## config.mk

```make
export PLATFORM = sky130hd
export DESIGN_NAME = exc_commit_ctrl
export DESIGN_NICKNAME = d
export VERILOG_FILES = /design/src/rtl/exc_commit_ctrl_pkg.sv /design/src/rtl/exc_prio_sel.sv /design/src/rtl/exc_commit_ctrl.sv
export SDC_FILE = /design/constraint.sdc
export NUM_CORES = 1
export LEC_CHECK = 0
export CORE_ASPECT_RATIO = 0.75
export CORE_MARGIN = 4
export CORE_UTILIZATION = 42
export DETAILED_ROUTE_END_ITERATION = 7
export PLACE_DENSITY = 0.84
export SETUP_SLACK_MARGIN = 0.2
export SLEW_MARGIN = 5
export SYNTH_ARGS = -nofsm -noshare
export SYNTH_HDL_FRONTEND = slang
export SYNTH_SLANG_ARGS = --single-unit
export TNS_END_PERCENT = 30
```

## constraint.sdc

```tcl
create_clock -name clk -period 2.1 [get_ports clk]
set_input_delay 0.525 -clock clk [delete_from_list [all_inputs] [get_ports clk]]
set_output_delay 0.525 -clock clk [all_outputs]
set_load 0.01 [all_outputs]
```

## src/rtl/exc_commit_ctrl_pkg.sv

```systemverilog
// Package: exc_commit_ctrl_pkg
// Shared types and constants for the exception/interrupt/ertn commit sequencer.
//   state_t : commit FSM states (IDLE, COMMIT, FLUSH, REDIRECT)
//   cause_t : latched cause of the committing event
//   ECODE_* : exception codes this block produces or tests against
package exc_commit_ctrl_pkg;

  typedef enum logic [1:0] {
    IDLE     = 2'd0,
    COMMIT   = 2'd1,
    FLUSH    = 2'd2,
    REDIRECT = 2'd3
  } state_t;

  typedef enum logic [1:0] {
    CAUSE_NONE = 2'd0,
    CAUSE_INT  = 2'd1,
    CAUSE_EX   = 2'd2,
    CAUSE_ERTN = 2'd3
  } cause_t;

  localparam logic [5:0] ECODE_INT = 6'h00;
  localparam logic [5:0] ECODE_SYS = 6'h0B;

endpackage

```

## src/rtl/exc_prio_sel.sv

```systemverilog
// Module: exc_prio_sel
// Combinational priority selector for the event carried by the WB instruction.
// Priority is interrupt > synchronous exception > ertn; an empty WB slot
// never produces an event.
// Ports:
//   ws_valid, has_int, ws_ex, ws_ertn : event sources
//   ws_ecode, ws_esubcode             : code/subcode of a synchronous exception
//   evt                               : an event is present this cycle
//   cause                             : winning cause (CAUSE_NONE when no event)
//   ecode, esubcode                   : code/subcode to commit (0 for ertn)
module exc_prio_sel
  import exc_commit_ctrl_pkg::*;
(
  input  logic       ws_valid,
  input  logic       has_int,
  input  logic       ws_ex,
  input  logic [5:0] ws_ecode,
  input  logic [8:0] ws_esubcode,
  input  logic       ws_ertn,
  output logic       evt,
  output cause_t     cause,
  output logic [5:0] ecode,
  output logic [8:0] esubcode
);

  always_comb begin
    evt      = 1'b0;
    cause    = CAUSE_NONE;
    ecode    = 6'h00;
    esubcode = 9'h000;
    if (ws_valid) begin
      if (has_int) begin
        evt   = 1'b1;
        cause = CAUSE_INT;
        ecode = ECODE_INT;
      end else if (ws_ex) begin
        evt      = 1'b1;
        cause    = CAUSE_EX;
        ecode    = ws_ecode;
        esubcode = ws_esubcode;
      end else if (ws_ertn) begin
        evt   = 1'b1;
        cause = CAUSE_ERTN;
      end
    end
  end

endmodule

```

## src/rtl/exc_commit_ctrl.sv

```systemverilog
// Module: exc_commit_ctrl
// Sequences exception / interrupt / ertn commit at the writeback boundary:
// one-cycle CSR commit pulse, a pipeline flush held for 1+FLUSH_CYCLES cycles,
// then a redirect PC offered to fetch.
// Optional build macro: EXC_CNT_EN adds exc_cnt / ertn_cnt commit counters.
// Parameters:
//   FLUSH_CYCLES : cycles pipe_flush stays high after the commit cycle (1..15)
// Ports:
//   clk, resetn                    : clock, asynchronous active-low reset
//   ws_valid/ws_ex/ws_ecode/ws_esubcode/ws_ertn/ws_pc : WB instruction event info
//   has_int                        : enabled pending interrupt from CSR
//   csr_eentry, csr_era            : redirect targets for int/ex and ertn
//   redirect_ready                 : fetch accepts the redirect
//   ws_stall                       : hold WB
//   wb_ex/wb_ecode/wb_esubcode/wb_pc : CSR exception commit (COMMIT cycle only)
//   eret_flush                     : CSR ertn commit (COMMIT cycle only)
//   pipe_flush                     : kill IF..MEM
//   redirect_valid, redirect_pc    : redirect to fetch
//   busy                           : sequencer not idle
//   exc_cnt, ertn_cnt              : commit counters (EXC_CNT_EN only)
//
// Redirect handshake: redirect_valid rises when the flush completes and, with
// redirect_pc, stays stable until a cycle where redirect_valid & redirect_ready
// are both high; that cycle is the transfer and the block returns to IDLE.
module exc_commit_ctrl
  import exc_commit_ctrl_pkg::*;
#(
  parameter int FLUSH_CYCLES = 2
) (
  input  logic        clk,
  input  logic        resetn,
  input  logic        ws_valid,
  input  logic        ws_ex,
  input  logic [5:0]  ws_ecode,
  input  logic [8:0]  ws_esubcode,
  input  logic        ws_ertn,
  input  logic [31:0] ws_pc,
  input  logic        has_int,
  input  logic [31:0] csr_eentry,
  input  logic [31:0] csr_era,
  input  logic        redirect_ready,
  output logic        ws_stall,
  output logic        wb_ex,
  output logic [5:0]  wb_ecode,
  output logic [8:0]  wb_esubcode,
  output logic [31:0] wb_pc,
  output logic        eret_flush,
  output logic        pipe_flush,
  output logic        redirect_valid,
  output logic [31:0] redirect_pc,
  output logic        busy
`ifdef EXC_CNT_EN
  ,
  output logic [31:0] exc_cnt,
  output logic [31:0] ertn_cnt
`endif
);

  localparam logic [3:0] FLUSH_INIT = 4'(FLUSH_CYCLES - 1);

  state_t      state_q, state_d;
  cause_t      cause_q;
  logic [5:0]  ecode_q;
  logic [8:0]  esub_q;
  logic [31:0] pc_q;
  logic [31:0] target_q;
  logic [3:0]  cnt_q;

  logic        evt;
  cause_t      sel_cause;
  logic [5:0]  sel_ecode;
  logic [8:0]  sel_esub;

  exc_prio_sel u_prio (
    .ws_valid    (ws_valid),
    .has_int     (has_int),
    .ws_ex       (ws_ex),
    .ws_ecode    (ws_ecode),
    .ws_esubcode (ws_esubcode),
    .ws_ertn     (ws_ertn),
    .evt         (evt),
    .cause       (sel_cause),
    .ecode       (sel_ecode),
    .esubcode    (sel_esub)
  );

  always_ff @(posedge clk or negedge resetn) begin
    if (!resetn) state_q <= IDLE;
    else         state_q <= state_d;
  end

  always_comb begin
    state_d = state_q;
    case (state_q)
      IDLE:     if (evt) state_d = COMMIT;
      COMMIT:   state_d = FLUSH;
      FLUSH:    if (cnt_q == 4'd0) state_d = REDIRECT;
      REDIRECT: if (redirect_ready) state_d = IDLE;
      default:  state_d = IDLE;
    endcase
  end

  // Event info is captured only on acceptance in IDLE; later WB contents are
  // ignored because the flush invalidates them.
  always_ff @(posedge clk or negedge resetn) begin
    if (!resetn) begin
      cause_q  <= CAUSE_NONE;
      ecode_q  <= 6'h00;
      esub_q   <= 9'h000;
      pc_q     <= 32'h0;
      target_q <= 32'h0;
      cnt_q    <= 4'd0;
    end else begin
      if (state_q == IDLE && evt) begin
        cause_q <= sel_cause;
        ecode_q <= sel_ecode;
        esub_q  <= sel_esub;
        pc_q    <= ws_pc;
      end
      // Target sampled in COMMIT so the CSR values reflect any update made
      // alongside the commit pulse's own cycle.
      if (state_q == COMMIT) begin
        target_q <= (cause_q == CAUSE_ERTN) ? csr_era : csr_eentry;
        cnt_q    <= FLUSH_INIT;
      end else if (state_q == FLUSH && cnt_q != 4'd0) begin
        cnt_q <= cnt_q - 4'd1;
      end
    end
  end

`ifdef EXC_CNT_EN
  always_ff @(posedge clk or negedge resetn) begin
    if (!resetn) begin
      exc_cnt  <= 32'h0;
      ertn_cnt <= 32'h0;
    end else if (state_q == COMMIT) begin
      if (cause_q == CAUSE_ERTN) ertn_cnt <= ertn_cnt + 32'd1;
      else                       exc_cnt  <= exc_cnt + 32'd1;
    end
  end
`endif

  always_comb begin
    wb_ex          = 1'b0;
    eret_flush     = 1'b0;
    wb_ecode       = 6'h00;
    wb_esubcode    = 9'h000;
    wb_pc          = 32'h0;
    pipe_flush     = 1'b0;
    redirect_valid = 1'b0;
    redirect_pc    = 32'h0;
    busy           = (state_q != IDLE);
    // resetn gates the stall so every output is 0 while reset is asserted.
    ws_stall       = resetn & ((state_q != IDLE) | evt);
    case (state_q)
      COMMIT: begin
        wb_ex       = (cause_q != CAUSE_ERTN);
        eret_flush  = (cause_q == CAUSE_ERTN);
        wb_ecode    = ecode_q;
        wb_esubcode = esub_q;
        wb_pc       = pc_q;
        pipe_flush  = 1'b1;
      end
      FLUSH: pipe_flush = 1'b1;
      REDIRECT: begin
        redirect_valid = 1'b1;
        redirect_pc    = target_q;
      end
      default: ;
    endcase
  end

endmodule

```

# Word-level counts from Yosys, hierarchy flattened
# Index checks and enable logic that the tools add are counted.
op_classes:
  n_eq_ne: 8
  bitwise: 2
  add_sub_neg: 1
  reduce_logical: 9
  mux: 29
op_table:
  columns: ["operator", "count"]
  rows:
  - ["$mux W32", 3]
  - ["$mux W9", 4]
  - ["$mux W6", 4]
  - ["$mux W2", 7]
  - ["$mux W1", 8]
  - ["$mux W4", 2]
  - ["$ne A2 B2 Y1 const B", 4]
  - ["$pmux W2 S4", 1]
  - ["$eq A2 B2 Y1 const B", 3]
  - ["$logic_not A4 Y1", 1]
  - ["$reduce_bool A2 Y1", 2]
  - ["$reduce_bool A4 Y1", 1]
  - ["$sub A4 B1 Y4 const B", 1]
  - ["$reduce_and A3 Y1", 1]
  - ["$eq A2 B1 Y1 const B", 1]
  - ["$logic_and A1 B1 Y1", 2]
  - ["$logic_not A2 Y1", 1]
  - ["$reduce_or A2 Y1", 1]
  - ["$and A1 B1 Y1", 1]
  - ["$or A1 B1 Y1", 1]
word_totals:
  in_bits: 118
  reg_bits: 87
  wordCells: 56
  output_inout_bits: 85

# Longest topological paths before layout
# Gate-level depths: netlist of run 1.
depth:
  ltp_word: 6
  ltp_mapped: 8
  mapped_depth_nobuf: 6

# By module
# A second synthesis of run 1 with hierarchy kept.
hier_totals:
  cells_unflattened: 398
  area_unflattened_um2: 4395.5
modules_own_cells:
  columns: ["mod", "cells_each", "area_per_inst_um2", "seq_area_each_um2", "n_inst"]
  rows:
  - ["exc_commit_ctrl", 376, 4214.0, 2177.1, 1]
  - ["exc_prio_sel", 22, 181.4, 0.0, 1]

# Worst setup path before layout of run 1
# OpenSTA, ideal clock, no wires.
synth_path:
  kind: "reg2out"
  start: "register state_q[1]"
  end: "output port eret_flush"
  stages_incl_launch_ff: 6
  setup_slack_ns: 0.263
  required_time_ns: 1.575
  arrival_ns: 1.312
  path_buffers: 2
  path_cell_list: "dfrtp_1 > inv_1 > ha_1 > clkbuf_1 > clkbuf_1 > and3_1"
synth_via:
  elab_chain_len: 2
synth_rtl:
  columns: ["item", "line_no", "text"]
  rows:
  - ["start: declaration", "exc_commit_ctrl.sv:61", "state_t state_q, state_d;"]
  - ["start signal: assignment", "exc_commit_ctrl.sv:89", "else state_q <= state_d;"]
  - ["$eq A2 B1 Y1", "exc_commit_ctrl.sv:155", "case (state_q)"]
  - ["$mux W1", "exc_commit_ctrl.sv:155", null]
  - ["end: declaration", "exc_commit_ctrl.sv:47", "output logic eret_flush,"]
# No other way between the ends.

# Final worst setup path of run 1
layout_path:
  start: "register state_q[0]"
  end: "output port wb_pc[2]"
layout_via:
  elab_chain_len: 2
layout_rtl:
  columns: ["item", "line_no", "text"]
  rows:
  - ["$eq A2 B1 Y1", "exc_commit_ctrl.sv:155", null]
  - ["$mux W32", "exc_commit_ctrl.sv:155", null]
  - ["end: declaration", "exc_commit_ctrl.sv:46", "output logic [31:0] wb_pc,"]
# No other way between the ends.

==> summary.md, run 1 <==
| Metric | Value |
|---|---|
| Min cycle time layout | 2068 ps |
| WP data required | 1570 ps |
| Final Hold Vio Count | 0 |
| Die area | 12070 um^2 |
| CP max FO | 8 |
| Worst hold path class | in -> async |
| Via density | 4.893 |
| CTS Root Cell | clkbuf_16 |
| Initial antenna violation count | 0 |
| P_leak | 3.416 nW |
| Setup ws final | 32.21 ps |
| Internal Pwr Total | 0.006325 W |
| Number of port buffers | 202 |
| CP Data Arrival Time | 1540 ps |
| Post-route DRC | 0 |
| Flop2flop setup slack | 200 ps |
| Number of buffers inserted during clock tree synthesis | 9 |
| Antenna cells | 0 |
| Global placement routability congestion | 0.8041 |
| ANT nets after route | 0 |
| Clock Skew | 2.754 ps |
| Drt wl/cell | 17.13 um |
| Total Power | 0.009674 W |
| CTS tree | done |
| DRT Wirelength | 13110 um |
| RSZ-0062 raised after global routing | true |
| Vias in the first global route | 3905 |
| Largest cells by area after synthesis | dfrtp_1 50%, and2_1 12%, mux2_4 9.7% |
| Worst Setup End Kind | primary output |
| Clock power share | 0.162 |
| MaxCap Viol Count | 0 |
| Die height | 96.15 um |
| Clock sink count | 87 |
| All-Layer GR Usage | 0.2051 |
| Max-slew violations | 0 |
| CP Launch Type | flop |
| Cells after Synth | 410 |
| Pwr Density | 1364 nW/um^2 |
| Post-Syn Area | 4352 um^2 |
| Placed cell area | 6594 um^2 |
| Comb pwr share | 0.530 |
| Net Count, Synth | 534 |
| Pre-CTS WS | -493.3 ps |
| Area leader, netlist | dfrtp_1 |
| Max_slew headroom | 0.5839 |
| Hold-fix buffers, CTS | 0 |
| Initial Util | 0.4400 |
| CP peak stage delay | 450 ps |
| DP HPWL | 9120 um |
| Outcome | finished, final reports clean |
| Final setup viols | 0 |
| Worst r2r src | state_q[1]$_DFFE_PN0P_ |
| Largest net degree at the start of global routing | 57 |
| Placed Instances | 735 |
| H-tree depth | 3 |
| First-pass GRT wire length | 19710 um |
| Die Wd | 125.5 um |
| Worst-margin pin slew | 624.1 ps |
| Setup TNS | 0 ps |
| Remaining Overflow, GRT | 0 |
| I/O pins | 203 |
| Cell variety after synth | 30 |
| Fmax | 0.4836 GHz |
| Syn avg cell area | 10.61 um^2 |
| Area growth syn-to-layout | 62.94% |
| Core ar. | 9891 um^2 |
| Clock buffer depth | 2 |
| DR pass1 iterations | 4 |
| Seq/Total Area, Yosys | 0.5003 |
| # rows | 31 |
| Worst-Skew Late Latency | 330 ps |
| Synth top area share | 0.5003 |
| Initial DRC Count | 129 |
| Sw Pwr | 0.003349 W |
| Final instance area | 7091 um^2 |
| Final std cells w/o fill | 765 |
| Multi-input logic area | 2155 um^2 |
| Flop pwr share | 0.307 |
| Final nets | 752 |
| Crit-path slowest cell | dfrtp_2 |
| R2r endpoint | pc_q[21]$_DFFE_PN0P_ |
| Fin crit share | 0.9847 |
| Proportion of layout cells with a drive suffix above 1 | 0.3412 |
| CP Class | reg -> out |
| Cell chain of the critical path | ha_4 -> buf_12 -> clkbuf_16 -> and2_1 -> buf_2 |
| Switching Share | 0.3462 |
| Peak supply drop | 0.9543 mV |
| R2R cell count | 7 |
| Filler cells | 744 |
| DR vias | 3743 |
| Storage element area | 2178 um^2 |
| Yosys warns | 0 |
| Clock slew at reported path FFs | 60 ps |
| Register bit total from synthesis | 87 |
-- worst max-delay path: cells and delay by family, from the launching register on --
kind                     cells  cell delay (ps)
flip-flops                   1              450
adder cells (fa/ha/maj)      1              210
buffers and inverters        3              430
AND/OR/NAND/NOR              1              130
-- layer usage --
layer,global-route usage,share of wire,up-vias
met2,0.3594,0.51,134
met1,0.2457,0.41,1800
li1,-,-,1788
met5,0,0,-
met3,0.06434,0.062,21
met4,0.06137,0.016,0
-- metrics by stage --
stage	hold WS (ps)	util
2_1_floorplan	229.4	-
3_3_place_gp	453.6	0.6667
3_5_place_dp	464.2	0.6667
4_1_cts	263.2	0.6873
5_1_grt	282.3	0.7169
6_report	247.6	0.7169
-- Yosys cell counts, drive strengths merged --
cell,count
mux2,33
a32oi,2
xor2,2
nand4b,1
ha,6
inv,8
xnor2,1
dfrtp,87
or2,1
and3,1
nand2b,3
nand2,32
nand3,1
and2,81
o21ai,17
mux2i,32
or3,1
nor2b,1
a22oi,1
buf,8
nor3,1
nor2,36
clkbuf,20
o211ai,1
a21oi,33
-- logic make-up after synthesis --
logic type               count (synthesis)  synth area share
XOR/XNOR                                 3          0.006039
adder cells (fa/ha/maj)                  6           0.01725
multiplexers                            65            0.1832
buffers and inverters                   36           0.03881
AND/OR/NAND/NOR                        159            0.1895
flip-flops                              87            0.5003
AO/OA/AOI/OAI                           54           0.06498
-- worst max path at each step --
| stage | start | end | depth (start not counted) |
|---|---|---|---|
| after floorplan | state_q[1]$_DFFE_PN0P_ | eret_flush | 5 |
| after global placement | ws_valid | ws_stall | 5 |
| after detailed placement | ws_valid | ws_stall | 5 |
| after CTS | state_q[0]$_DFFE_PN0P_ | eret_flush | 5 |
| after global routing | state_q[1]$_DFFE_PN0P_ | eret_flush | 6 |
| final | state_q[0]$_DFFE_PN0P_ | wb_pc[2] | 5 |
-- state kept, by name, summed over array words and instances (netlist names) --
name,count
cnt_q,4
ecode_q,6
state_q,2
pc_q,32
cause_q,2
esub_q,9
target_q,32
-- cells in the final DEF, fill, tap and decap left out, types with 2 or more instances in the layout --
cell type,count
a21oi_1,33
a32oi_1,2
and2_1,43
and2_4,38
buf_12,5
buf_16,3
buf_2,41
buf_4,23
buf_6,41
clkbuf_16,11
clkbuf_2,3
clkdlybuf4s50_1,112
clkinvlp_4,3
dfrtp_1,86
dlygate4sd2_1,3
ha_1,3
ha_4,3
inv_1,6
inv_2,2
mux2_2,5
mux2_4,28
mux2i_1,32
nand2_1,31
nand2b_1,3
nor2_1,36
o21ai_0,12
o21ai_1,4
xor2_1,2
-- power groups by stage --
stage	Clock, W	Combinational [W]	Sequential, W
CTS	0.00161	0.00463	0.00293
detailed placement	0	0.00470	0.00292
global route	0.00168	0.00555	0.00307
finish	0.00157	0.00513	0.00297
global placement	0	0.00454	0.00288
floorplan	0	0.00275	0.00278
-- final cells by class --
cell class,count,share of cell area
clock buffers,11,0.03423
repair buffers,235,0.3190
multi-input cells,287,0.3039
flip-flops and latches,87,0.3072
inverters,8,0.004235
clock inverters,5,0.008117
well taps,132,0.02329
-- timing repair --
item,4_1_cts,5_1_grt
buffers inserted,6,2
resized for setup,318,129
cloned,4,2
setup endpoints to repair,125,130
pin swaps,3,3
No activity file was read; power rests on OpenSTA's default activity.
==> inputs of run 2 (changes only) <==
Settings changed: CTS_CLUSTER_SIZE set to 24.
==> results of run 2 <==
Final layout, timing and power as in run 1 (identical DEF).
==> inputs of run 3 (changes only) <==
Settings changed: SLEW_MARGIN 5 to 0.
==> results of run 3 <==
Final layout, timing and power as in run 1 (identical DEF).
